**config.mk**
```make
export PLATFORM = sky130hd
export DESIGN_NAME = rgb_status_scheduler
export DESIGN_NICKNAME = d
export VERILOG_FILES = /design/src/rtl/rgb_status_scheduler.sv
export SDC_FILE = /design/constraint.sdc
export NUM_CORES = 1
export LEC_CHECK = 0
export ABC_AREA = 0
export CAP_MARGIN = 5
export CORE_UTILIZATION = 45
export DETAILED_ROUTE_END_ITERATION = 12
export PLACE_DENSITY_LB_ADDON = 0.15
export SLEW_MARGIN = 20
export SYNTH_ARGS = -nofsm -noshare
export SYNTH_HDL_FRONTEND = slang
export SYNTH_SLANG_ARGS = --single-unit
```
**constraint.sdc**
```tcl
create_clock -name pin_clk_12mhz -period 4.9 [get_ports pin_clk_12mhz]
set_clock_uncertainty 0.1 [all_clocks]
set_input_delay 0.98 -clock pin_clk_12mhz [delete_from_list [all_inputs] [get_ports pin_clk_12mhz]]
set_output_delay 0.98 -clock pin_clk_12mhz [all_outputs]
set_load 0.005 [all_outputs]
```
**src/rtl/rgb_status_scheduler.sv**
```systemverilog
// rgb_status_scheduler: arbitrates error/activity/lock status onto the RGB LED,
// fading in idle/lock, flashing white on activity, blinking red on error.
module rgb_status_scheduler #(
  parameter int TICK_DIV    = 12000,
  parameter int ACT_TICKS   = 50,
  parameter int BLINK_TICKS = 250,
  parameter int IDLE_BLUE   = 32
) (
  input  logic       pin_clk_12mhz,
  input  logic       rst_n,
  input  logic       err_req,
  input  logic       lock,
  input  logic       act_pulse,
  output logic       red,
  output logic       green,
  output logic       blue,
  output logic [1:0] state
);
  typedef enum logic [1:0] {IDLE, LOCKED, ACT, ERROR} state_t;
  state_t cur, nxt, settle;
  logic [15:0] pre_cnt;
  logic [7:0] pwm_cnt, act_cnt, blink_cnt;
  logic [7:0] duty_r, duty_g, duty_b, tgt_r, tgt_g, tgt_b;
  logic tick, phase, act_load, err_entry;
  function automatic logic [7:0] fade(input logic [7:0] d, input logic [7:0] t);
    return d < t ? d + 8'd1 : d > t ? d - 8'd1 : d;
  endfunction
  assign state     = cur;
  assign tick      = pre_cnt == 16'(TICK_DIV - 1);
  assign settle    = lock ? LOCKED : IDLE;
  assign err_entry = err_req && cur != ERROR;
  assign act_load  = !err_req && act_pulse && cur != ERROR;
  always_ff @(posedge pin_clk_12mhz or negedge rst_n)
    if (!rst_n) cur <= IDLE;
    else cur <= nxt;
  always_comb begin
    nxt = err_req ? ERROR :
          act_load ? ACT :
          cur == ACT ? ((tick && act_cnt == 8'd1) ? settle : ACT) :
          settle;
  end
  always_comb begin
    tgt_r = (cur == ACT || (cur == ERROR && phase)) ? 8'hff : 8'h00;
    tgt_g = (cur == ACT || cur == LOCKED) ? 8'hff : 8'h00;
    tgt_b = cur == ACT ? 8'hff : cur == IDLE ? 8'(IDLE_BLUE) : 8'h00;
  end
  always_ff @(posedge pin_clk_12mhz or negedge rst_n)
    if (!rst_n) begin
      pre_cnt   <= '0;
      pwm_cnt   <= '0;
      act_cnt   <= '0;
      blink_cnt <= '0;
      phase     <= 1'b1;
      duty_r    <= '0;
      duty_g    <= '0;
      duty_b    <= '0;
      red       <= 1'b0;
      green     <= 1'b0;
      blue      <= 1'b0;
    end else begin
      pre_cnt <= tick ? '0 : pre_cnt + 16'd1;
      pwm_cnt <= pwm_cnt + 8'd1;
      red     <= pwm_cnt < duty_r;
      green   <= pwm_cnt < duty_g;
      blue    <= pwm_cnt < duty_b;
      // ACT/ERROR snap to target; IDLE/LOCKED fade one step per tick
      if (cur == ACT || cur == ERROR) begin
        duty_r <= tgt_r;
        duty_g <= tgt_g;
        duty_b <= tgt_b;
      end else if (tick) begin
        duty_r <= fade(duty_r, tgt_r);
        duty_g <= fade(duty_g, tgt_g);
        duty_b <= fade(duty_b, tgt_b);
      end
      if (act_load) act_cnt <= 8'(ACT_TICKS);
      else if (cur == ACT && tick) act_cnt <= act_cnt - 8'd1;
      if (err_entry) begin
        phase     <= 1'b1;
        blink_cnt <= '0;
      end else if (cur == ERROR && tick) begin
        phase     <= blink_cnt == 8'(BLINK_TICKS - 1) ? ~phase : phase;
        blink_cnt <= blink_cnt == 8'(BLINK_TICKS - 1) ? 8'd0 : blink_cnt + 8'd1;
      end
    end
endmodule

```
==> out/results.ini <==
[hold_path]
min_path_type=reg2reg
hold_end=pre_cnt[0]
hp-start=pre_cnt[0]
hold_depth=1

[global_route]
grt_util_all_layers=0.206
grt_pass1_vias=3946
grt-ovfl-total=0
antenna_found_initial=0
grt_first_pass_wirelength_um=18800
grt_max_degree=47

[clock_network]
cts_made_buffers=9
worstSkewPairLatency_ns=0.34
clock_sinks=70
root_buffer=clkbuf_16
hold_buffers=0
cts_tree=built
cts-htree-levels=3
ctsResizeCount=0
post_cts_buffers=0
clk_pin_slew_ns=0.05
cts_buffer_depth=2

[die]
core_area_mm2=0.0110
start_util=0.472
top_level_ports=10
rows=38
design.die.area_mm2=0.0120
die_x_um=110
die_h_um=110

[critical_path]
arrival_ns=4.45
cp.required_ns=5.01
crit_start=state[0]
worst_setup_path_start_kind=flip-flop
path_buf_inv=2
slowest_delay_ns=0.44
reg2reg_depth=15
r2r_end=duty_b[7]
r2r_setup_slack_ns=0.56
path_cells=inv_1 > ha_1 > inv_1 > ha_1 > nor2b_1 > o211ai_1 > a21oi_1 > nand2b_1 > ha_1 > a21oi_1 > o211ai_1 > o41ai_1 > nor3_1 > o211a_1 > or3_1
timing.rr.start=state[0]
crit_path_top_delay_cell=dfrtp_1
crit_family=compound AO/OA/AOI/OAI gates
crit_path_max_fanout=11
cpMostUsedCell=ha_1
critical_path_class=reg2reg
crit_path_end_kind=flip-flop

[synth]
syn_area_per_cell_um2=9.41
ys_async_sr_fraction=1.00
ys_types=60
ys.flop_type=dfrtp_1
synth_area_mm2=0.00520
synth_top_cell_by_area=dfrtp_1
synth_top_area_frac=0.332
synth_seq_cells=70
synth_cells=553
synth_fp_nets=633
ys_warn_count=0
yosys-top-cells-area=dfrtp_1, ha_1, xnor2_1
synth_edf_count=0
synth_seq_area_share=0.337

[detailed_routing]
drt_iter0_markers=153
drc=0
routed_wl_um=11000
avgViaCountPerCell=5.74
vias=4072
wl_per_cell_um=15.5
drtPass1Iterations=5
ant_nets=0

[power_and_ir_drop]
peakVddDrop_mv=0.346
power_density_mw_per_mm2=544
leakage_nw=2.64

[finish]
n_antenna_cell=0
mostFrequentLayoutCell=ha_1
area_growth_pct=9.77
fillers=1033
layout-drive-gt1-share=0.0773
nNetsFinal=644
layout_common_cells=ha_1, dfrtp_1, inv_1

[timing]
worst_slack_ns=0.562
post-route-period-util=0.885
max_slew_margin=0.601
fin_crit_ns=4.34
setup_viol=0
tightest_slew_ns=0.599
slew_violations=0
hold_violations=0
rsz0062_at_grt=false
tns_ns=0
max_freq_mhz=231

[run_status]
status=completed

[place]
dp_worst_setup_slack_ns=0.615
gp_congestion=0.856
port_buffers=9
dp_hpwl_um=8050

[flow_run]
drv_cap=0

==> cells in the mapped netlist, drive strengths merged, types with 4 or more instances <==
master,number
a21o,17
nand2b,6
a31oi,10
xor2,17
or3,8
nand2,27
o21ai,25
dfrtp,69
clkbuf,7
buf,7
inv,38
nand3,23
o21a,9
o211ai,14
or2,5
or4,4
nor3,13
nand4,14
o22a,4
a21oi,40
nor4,7
ha,72
nor3b,5
nor2b,6
a211oi,4
xnor2,21
o21bai,4
nor2,38
and3,5
==> stage by stage <==
step                      total power, mW  instances  hold slack (ns)  cell area (um^2)  utilization
after detailed placement             2.48        693            0.392              5430        0.492
after global routing                 3.38        709            0.420              5710        0.518
after CTS                            3.12        709            0.402              5710        0.518
final                                3.10        709            0.396              5710        0.518
after floorplan                      2.11        553            0.352              5200            -
after global placement               2.43        693            0.385              5430        0.492
==> where the power goes <==
part	leakage (nW)	internal [mW]	switching [mW]
Combinational	1.66	0.761	0.936
Clock	0.124	0.355	0.259
Sequential	0.855	0.667	0.125
Total	2.64	1.78	1.32
==> per-layer routing <==
metal	global-route usage	vias up	wire (um)
li1	-	2037	-
met1	0.273	1959	5410
met2	0.329	57	5050
met3	0.0362	19	316
met4	0.0895	0	238
met5	0	-	0
==> how the worst max path moves through the flow <==
stage / to / cells after the start
2_1_floorplan: duty_r[7] / 17
3_3_place_gp: duty_g[7] / 14
3_5_place_dp: duty_b[7] / 15
4_1_cts: duty_b[7] / 15
5_1_grt: duty_b[7] / 15
6_report: duty_b[7] / 15
==> worst register-to-register path, delay by kind of cell, from the launching register on <==
kind	cells	cell delay (ns)
compound gates	6	1.27
fa+ha+maj	3	1.07
buf+inv	2	0.36
flops	1	0.44
simple gates	4	0.97
==> sequential cells by signal, summed over array words and instances (netlist names) <==
signal	cells
pre_cnt	16
act_cnt	8
blink_cnt	8
duty_b	8
duty_g	8
duty_r	8
pwm_cnt	8
state	2
blue	1
green	1
phase	1
red	1
==> final cells by class <==
cell class,instances,area [um^2],area share
Multi-Input combinational cell,430,3230,0.567
Sequential cell,70,1750,0.307
Clock buffer,11,243,0.0425
Tap cell,140,175,0.0307
Inverter,39,146,0.0256
Timing Repair Buffer,14,123,0.0215
Clock inverter,5,35.0,0.00614
==> logic make-up (layout without fill, tap and decap cells) <==
kind of cell / Yosys count / count (layout) / share of synthesized area
AND/OR/NAND/NOR: 172 / 172 / 0.185
multiplexers: 5 / 5 / 0.0101
XOR/XNOR: 38 / 38 / 0.0640
buffers and inverters: 53 / 69 / 0.0411
adder cells (fa/ha/maj): 75 / 75 / 0.185
flip-flops: 70 / 70 / 0.337
AO/OA/AOI/OAI: 140 / 140 / 0.178
No activity file was read; power rests on OpenSTA's default activity.
